**src/rtl/bp_sacc_coh_responder_if.sv**
```systemverilog
// Wormhole link bundle between an LCE request initiator and the coherence responder.
// Each direction carries {v, data, ready_and_rev}.
interface bp_sacc_coh_responder_if #(
  parameter int unsigned flit_width_p = 64
);
  logic [flit_width_p+1:0] link_i;
  logic [flit_width_p+1:0] link_o;

  modport slave  (input  link_i, output link_o);
  modport master (output link_i, input  link_o);
endinterface

```
**src/rtl/bp_sacc_coh_responder.sv**
```systemverilog
// Coherence-NoC endpoint: services single-word RD/WR requests against a local
// scratchpad and returns a response packet to the requester's coordinate.
module bp_sacc_coh_responder #(
  parameter int unsigned flit_width_p = 64,
  parameter int unsigned cord_width_p = 8,
  parameter int unsigned len_width_p  = 4,
  parameter int unsigned addr_width_p = 16,
  parameter int unsigned els_p        = 16
) (
  input  logic                    clk_i,
  input  logic                    reset_n_i,
  input  logic [cord_width_p-1:0] my_cord_i,
  bp_sacc_coh_responder_if.slave  link,
  output logic                    busy_o,
  output logic [7:0]              err_count_o
);

  localparam int unsigned FW       = flit_width_p;
  localparam int unsigned CW       = cord_width_p;
  localparam int unsigned LW       = len_width_p;
  localparam int unsigned AW       = addr_width_p;
  localparam int unsigned LG_ELS   = $clog2(els_p);
  localparam int unsigned LEN_LSB  = CW;
  localparam int unsigned SRC_LSB  = CW + LW;
  localparam int unsigned OP_LSB   = 2 * CW + LW;
  localparam int unsigned ADDR_LSB = 2 * CW + LW + 2;

  localparam logic [1:0] OP_RD  = 2'd0;
  localparam logic [1:0] OP_WR  = 2'd1;
  localparam logic [1:0] OP_ACK = 2'd2;
  localparam logic [1:0] OP_ERR = 2'd3;

  typedef enum logic [1:0] {S_IDLE, S_RECV, S_RESP_HDR, S_RESP_DATA} state_e;
  typedef enum logic [1:0] {K_RD, K_ACK, K_ERR} kind_e;

  state_e          r_state, w_state_n;
  logic [CW-1:0]   r_src;
  logic [1:0]      r_op;
  logic [AW-1:0]   r_addr;
  logic [LW-1:0]   r_len;
  logic [LW-1:0]   r_cnt;
  logic [7:0]      r_err_cnt;
  logic [FW-1:0]   r_mem [els_p];

  logic            w_in_v, w_out_ready, w_ready, w_in_fire;
  logic [FW-1:0]   w_in_data;
  logic [LW-1:0]   w_hdr_len;
  logic            w_addr_ok;
  kind_e           w_kind;
  logic [LG_ELS-1:0] w_idx;
  logic            w_out_v;
  logic [FW-1:0]   w_out_data;
  logic [FW-1:0]   w_resp_hdr;

  assign w_in_v      = link.link_i[FW+1];
  assign w_in_data   = link.link_i[FW:1];
  assign w_out_ready = link.link_i[0];
  assign w_hdr_len   = w_in_data[LEN_LSB +: LW];

  // Ready is forced low while reset is held so nothing is accepted mid-reset.
  assign w_ready   = reset_n_i & ((r_state == S_IDLE) | (r_state == S_RECV));
  assign w_in_fire = w_in_v & w_ready;

  assign w_idx     = r_addr[3 +: LG_ELS];
  assign w_addr_ok = (r_addr[2:0] == 3'b000) && (r_addr < AW'(els_p * 8));

  always_comb begin
    w_kind = K_ERR;
    if (w_addr_ok && r_op == OP_RD && r_len == LW'(0)) w_kind = K_RD;
    else if (w_addr_ok && r_op == OP_WR && r_len == LW'(1)) w_kind = K_ACK;
  end

  always_comb begin
    w_resp_hdr = '0;
    w_resp_hdr[0 +: CW]        = r_src;
    w_resp_hdr[LEN_LSB +: LW]  = (w_kind == K_RD) ? LW'(1) : LW'(0);
    w_resp_hdr[SRC_LSB +: CW]  = my_cord_i;
    w_resp_hdr[OP_LSB +: 2]    = (w_kind == K_RD) ? OP_RD : ((w_kind == K_ACK) ? OP_ACK : OP_ERR);
    w_resp_hdr[ADDR_LSB +: AW] = r_addr;
  end

  always_ff @(posedge clk_i or negedge reset_n_i) begin
    if (!reset_n_i) r_state <= S_IDLE;
    else            r_state <= w_state_n;
  end

  always_comb begin
    w_state_n  = r_state;
    w_out_v    = 1'b0;
    w_out_data = '0;
    unique case (r_state)
      S_IDLE: begin
        if (w_in_fire) w_state_n = (w_hdr_len != LW'(0)) ? S_RECV : S_RESP_HDR;
      end
      S_RECV: begin
        if (w_in_fire && r_cnt == LW'(1)) w_state_n = S_RESP_HDR;
      end
      S_RESP_HDR: begin
        w_out_v    = 1'b1;
        w_out_data = w_resp_hdr;
        if (w_out_ready) w_state_n = (w_kind == K_RD) ? S_RESP_DATA : S_IDLE;
      end
      S_RESP_DATA: begin
        w_out_v    = 1'b1;
        w_out_data = r_mem[w_idx];
        if (w_out_ready) w_state_n = S_IDLE;
      end
      default: w_state_n = S_IDLE;
    endcase
  end

  assign link.link_o = {w_out_v, w_out_data, w_ready};

  // Request capture, flit counter and error counter.
  always_ff @(posedge clk_i or negedge reset_n_i) begin
    if (!reset_n_i) begin
      r_src     <= '0;
      r_op      <= '0;
      r_addr    <= '0;
      r_len     <= '0;
      r_cnt     <= '0;
      r_err_cnt <= '0;
    end else begin
      if (r_state == S_IDLE && w_in_fire) begin
        r_src  <= w_in_data[SRC_LSB +: CW];
        r_op   <= w_in_data[OP_LSB +: 2];
        r_addr <= w_in_data[ADDR_LSB +: AW];
        r_len  <= w_hdr_len;
        r_cnt  <= w_hdr_len;
      end else if (r_state == S_RECV && w_in_fire) begin
        r_cnt <= r_cnt - LW'(1);
      end
      if (r_state == S_RESP_HDR && w_out_ready && w_kind == K_ERR && r_err_cnt != 8'hFF)
        r_err_cnt <= r_err_cnt + 8'd1;
    end
  end

  // A legal WR carries exactly one data flit, so any accept in RECV is that flit.
  always_ff @(posedge clk_i or negedge reset_n_i) begin
    if (!reset_n_i) begin
      for (int i = 0; i < int'(els_p); i++) r_mem[i] <= '0;
    end else if (r_state == S_RECV && w_in_fire && w_kind == K_ACK) begin
      r_mem[w_idx] <= w_in_data;
    end
  end

  assign busy_o      = (r_state != S_IDLE);
  assign err_count_o = r_err_cnt;

endmodule

```
**src/flat_wrapper.sv**
```systemverilog
// flat-port wrapper written by rule: the top's interface ports become plain ports
module bp_sacc_coh_responder_flat 
#(
  parameter int unsigned flit_width_p = 64,
  parameter int unsigned cord_width_p = 8,
  parameter int unsigned len_width_p  = 4,
  parameter int unsigned addr_width_p = 16,
  parameter int unsigned els_p        = 16
)
  (clk_i, reset_n_i, my_cord_i, busy_o, err_count_o, link_link_i, link_link_o);
  bp_sacc_coh_responder_if #(.flit_width_p(flit_width_p)) link_i ();
  input  logic clk_i;
  input  logic reset_n_i;
  input  logic [cord_width_p-1:0] my_cord_i;
  output logic busy_o;
  output logic [7:0] err_count_o;
  input wire logic [$bits(link_i.link_i)-1:0] link_link_i;
  output wire logic [$bits(link_i.link_o)-1:0] link_link_o;
  assign link_i.link_i = link_link_i;
  assign link_link_o = link_i.link_o;
  bp_sacc_coh_responder #(.flit_width_p(flit_width_p), .cord_width_p(cord_width_p), .len_width_p(len_width_p), .addr_width_p(addr_width_p), .els_p(els_p)) u_core (.clk_i(clk_i), .reset_n_i(reset_n_i), .my_cord_i(my_cord_i), .link(link_i), .busy_o(busy_o), .err_count_o(err_count_o));
endmodule
```
**config.mk**
```make
export PLATFORM = sky130hd
export DESIGN_NAME = bp_sacc_coh_responder_flat
export DESIGN_NICKNAME = d
export VERILOG_FILES = /design/src/rtl/bp_sacc_coh_responder_if.sv /design/src/rtl/bp_sacc_coh_responder.sv /design/src/flat_wrapper.sv
export SDC_FILE = /design/constraint.sdc
export NUM_CORES = 2
export LEC_CHECK = 0
export CAP_MARGIN = 20
export CORE_ASPECT_RATIO = 1.1
export CORE_MARGIN = 2
export CORE_UTILIZATION = 60
export DETAILED_ROUTE_END_ITERATION = 8
export GPL_ROUTABILITY_DRIVEN = 0
export PLACE_DENSITY = 0.77
export REMOVE_ABC_BUFFERS = 1
export SETUP_SLACK_MARGIN = 0.05
export SYNTH_ARGS = -nofsm -noshare
export SYNTH_HDL_FRONTEND = slang
export SYNTH_SLANG_ARGS = --single-unit
export TNS_END_PERCENT = 30
```
**constraint.sdc**
```tcl
create_clock -name clk_i -period 3.9 [get_ports clk_i]
set_clock_uncertainty 0.2 [all_clocks]
set_input_delay 1.17 -clock clk_i [delete_from_list [all_inputs] [get_ports clk_i]]
set_output_delay 1.17 -clock clk_i [all_outputs]
set_load 0.02 [all_outputs]
```
# [Yosys cells after proc, flatten, opt, wreduce, memory -nomap -nowiden]
# Cells that the tools add are included.
[classes] bitwise_logic=4 n_reduce_logical=23 eq_ne=13 add_sub_neg=2 magnitude_cmp=3 mux=22
[op_table] operator="$bwmux 1024" n=1
[op_table] operator="$bmux 64 s4" n=1
[op_table] operator="$demux 64 s4" n=1
[op_table] operator="$mux 64" n=3
[op_table] operator="$pmux 64 s2" n=1
[op_table] operator="$mux 2" n=9
[op_table] operator="$lt 16x8->1 const B" n=1
[op_table] operator="$logic_and 1x1->1" n=13
[op_table] operator="$add 8x1->8 const B" n=1
[op_table] operator="$eq 4x1->1 const B" n=2
[op_table] operator="$mux 4" n=2
[op_table] operator="$ne 8x8->1 const B" n=1
[op_table] operator="$pmux 2 s4" n=1
[op_table] operator="$eq 2x1->1 const B" n=3
[op_table] operator="$eq 2x2->1 const B" n=3
[op_table] operator="$logic_not 2->1" n=3
[op_table] operator="$ne 2x2->1 const B" n=3
[op_table] operator="$ge 5x5->1 const B" n=1
[op_table] operator="$lt 5x1->1 const B" n=1
[op_table] operator="$not 4->5" n=1
[op_table] operator="$logic_not 4->1" n=1
[op_table] operator="$reduce_and 4->1" n=1
[op_table] operator="$reduce_bool 2->1" n=2
[op_table] operator="$reduce_bool 4->1" n=1
[op_table] operator="7 further kinds" n=10
[totals] ff_bits=1068 out_inout_bits=75 elab_cells=90 input_bits=76

# [Longest topological paths before layout]
[logic_depth] depth_word=10 ltp_mapped=7

# [Worst setup path after synthesis]
# No wires, ideal clock.
[synth_path] path_type="register to output" startpoint="register u_core.r_addr[3]" endpoint="output port link_link_o[15]" arrival_ns=2.225 t_required_ns=2.530 path_slack_ns=0.305 path_stages_with_launch=8 path_cell_list="dfrtp_1 -> clkbuf_1 -> buf_2 -> buf_1 -> mux2_2 -> o22ai_1 -> nor3_1 -> a211o_1"
[synth_via] elab_chain_cells=5
[synth_lines] element="from (decl)" line="bp_sacc_coh_responder.sv:39" text="logic [AW-1:0] r_addr;"
[synth_lines] element="from (signal assigned)" line="bp_sacc_coh_responder.sv:127" text="r_addr <= w_in_data[ADDR_LSB +: AW];"
[synth_lines] element="$not 4->5 (implied by the code)" line="bp_sacc_coh_responder.sv:105" text="w_out_data = r_mem[w_idx];"
[synth_lines] element="$bmux 64 s4" line="bp_sacc_coh_responder.sv:105"
[synth_lines] element="$mux 64 (implied by the code) (2 in a row)" line="bp_sacc_coh_responder.sv:105"
[synth_lines] element="$pmux 64 s2" line="bp_sacc_coh_responder.sv:91" text="unique case (r_state)"
[synth_lines] element="to (decl)" line="flat_wrapper.sv:18" text="output wire logic [$bits(link_i.link_o)-1:0] link_link_o;"
# No other way between the ends. The select of a mux whose other input is x is not followed.

# [Final worst setup path]
[layout_path] startpoint="register u_core.r_addr[3]" endpoint="output port link_link_o[24]"
# Same word-level chain as after synthesis.

==> metrics <==
status finished, violations left; failing checks setup timing; Leak 27.9 nW; Final Core Density 0.704; HP Class register to register; Yosys warning count 0; Sum Neg Setup Slack -13560 ps; r2r endpoint u_core.r_mem[66]; fin crit period 4210 ps; CTS tree done; Port Buf Inserts 150; Final #Nets 3380; Crit path arrival time 2840 ps; Synth Cell Area 48900 um2; Core Area 80600 um2; hold path cells 1; DR vias 28813; Hold Path End u_core.r_mem[82]; worst skew pair latency 680 ps; number of synthesized flops with an enable pin 0; Via density 6.49; placed instance area 52200 um2; Tightest Pin Transition 1090 ps; VDD IR max 0.703 mV; First-pass DRT Iterations 5; die width 276 um; reg2reg setup slack 970 ps; Top FF cell, synth dfrtp_1; routed wire length per instance 27.9 um; Critical Path Source Type register; CP max FO 7; largest net degree at the start of global routing 198; final instance area 56700 um2; commonest non-fill, non-tap cell in the layout mux2_2; Synth Register Bits 1068; clock buffer depth 3; post-DP HPWL 68.9 mm; Critical Path Sink Type output port; H-tree lvl count 3; die height 304 um; first-pass GRT wire length 190 mm; Post-Syn Area per Cell 15.5 um2; sequential area share after synthesis 0.546; initial core utilization 0.607; top post-synthesis cells by area dfrtp_1 (55%), mux2_2 (25%), mux4_2 (8.6%); clock slew at reported path FFs 60 ps; FP Rows 109; most frequent cells in the layout mux2_2 (1088), dfrtp_1 (1065), mux4_2 (187), clkbuf_16 (116), mux2_1 (99); residual DRC count 0; Pwr Total 29.1 mW; Slew headroom 0.271; CTS root buffer clkbuf_16; CTS Buf Count 107; max frequency 238 MHz; Cell Pwr Density 512 nW/um2; reg2reg path depth 8; # IOs 151; async set-reset flop share out of synthesis 1.00; Worst Path Required 2530 ps; Reg-to-Reg Start u_core.r_addr[3]; vias in the first global route 31243; synthesis-to-finish area growth 15.9%; cell count after synthesis 3151; post-synth top area cell dfrtp_1; ANT nets after route 0; CP Class register to output port; Fill cells 5025; GR Util All Layers 0.296; Hold Crit Start u_core.r_mem[82]; Total Wirelength 124 mm; share of cells above drive strength 1 0.518; initial antenna violation count 7; Unique masters post-synth 47; Die ar. 83900 um2; total grt overflow 0; worst setup margin -306 ps; Yosys top cell area share 0.546; final setup fails 63; Max-cap violations 0; RSZ-0062 raised after global routing true; Clock Sinks 1068; final worst path period share 1.08; First DRT Iteration DRCs 2202; fin. max-slew vios 0; Hold Vio Cnt, Final 0
[cell usage after synthesis (8+ instances only)]
cell type / count
dfrtp_1: 1068
mux4_2: 187
nor3_4: 15
nand2_1: 18
buf_1: 42
mux2i_1: 93
buf_6: 31
nand4_1: 8
nand3_1: 16
mux2_2: 1090
buf_4: 30
nor3_1: 34
clkbuf_1: 129
nor2b_1: 8
mux2_1: 99
a211o_1: 33
nor2_1: 37
o22ai_1: 100
buf_2: 49
[where the power goes]
part           leakage [nW]  internal (mW)  switching, mW
clock network          1.74           5.97           4.32
logic                  11.3           3.45           3.77
registers              14.8           11.3          0.263
total                  27.9           20.7           8.35
[worst max-delay path by stage]
| stage | slack [ps] | endpoint | depth (start not counted) | start |
|---|---|---|---|---|
| 2_1_floorplan | -10050 | u_core.r_mem[768] | 3 | u_core.r_addr[3] |
| 3_3_place_gp | 30 | link_link_o[3] | 7 | u_core.r_addr[3] |
| 3_5_place_dp | 0.6 | link_link_o[60] | 6 | u_core.r_addr[3] |
| 4_1_cts | -360 | link_link_o[22] | 7 | u_core.r_addr[3] |
| 5_1_grt | -360 | link_link_o[3] | 9 | u_core.r_addr[3] |
| 6_report | -310 | link_link_o[24] | 7 | u_core.r_addr[3] |
[final cells by class]
| cell class | count | area [um2] | area share |
|---|---|---|---|
| antenna | 2 | 5.00 | 0.0000882 |
| clock buffer | 159 | 3160 | 0.0556 |
| clock inverter | 34 | 357 | 0.00629 |
| inverter | 4 | 15.0 | 0.000265 |
| multi-input combinational | 1798 | 21000 | 0.371 |
| sequential | 1068 | 26700 | 0.471 |
| tap | 1054 | 1320 | 0.0232 |
| timing repair buffer | 322 | 4110 | 0.0725 |
[flip-flops by register name (all words and copies together) (netlist names)]
register            count
u_core.r_state          2
u_core.err_count_o      8
u_core.r_op             2
u_core.r_src            8
u_core.r_mem         1024
u_core.r_addr          16
u_core.r_cnt            4
u_core.r_len            4
[cell families after synthesis]
group | synth area share
XOR/XNOR | 0.00143
adder cells (fa/ha/maj) | 0.000767
buffers and inverters | 0.0302
multiplexers | 0.379
AO/OA/AOI/OAI | 0.0222
AND/OR/NAND/NOR | 0.0208
flip-flops | 0.546
[timing repair]
item	4_1_cts	5_1_grt
gates cloned	12	7
buffers inserted	8	12
pin swaps	6	20
endpoints found under the setup margin	64	64
resized for setup	306	77
hold buffers	0	0
[worst max-delay path, stage by stage, from the launching register on]
cell and delay, ps:
dfrtp_4 490, clkbuf_16 190, buf_16 160, mux4_2 500, mux2i_1 160, nor2_1 70
a211o_1 390, buf_6 170
[per-layer routing]
metal  routed length (um)  up-vias  track usage
met5                   64        -            0
met4                 3310       10       0.0998
met3                 6430      229       0.0477
met2                61500      854        0.495
met1                52400    15666        0.401
li1                     -    12054            -
[per-stage QoR]
stage	setup slack (ps)	hold slack, ps	std cells
floorplan	-10050	250	2870
global placement	31.1	260	4208
detailed placement	0.579	269	4208
CTS	-355	282	4421
global route	-358	291	4441
finish	-306	279	4441
No activity file was read; power rests on OpenSTA's default activity.
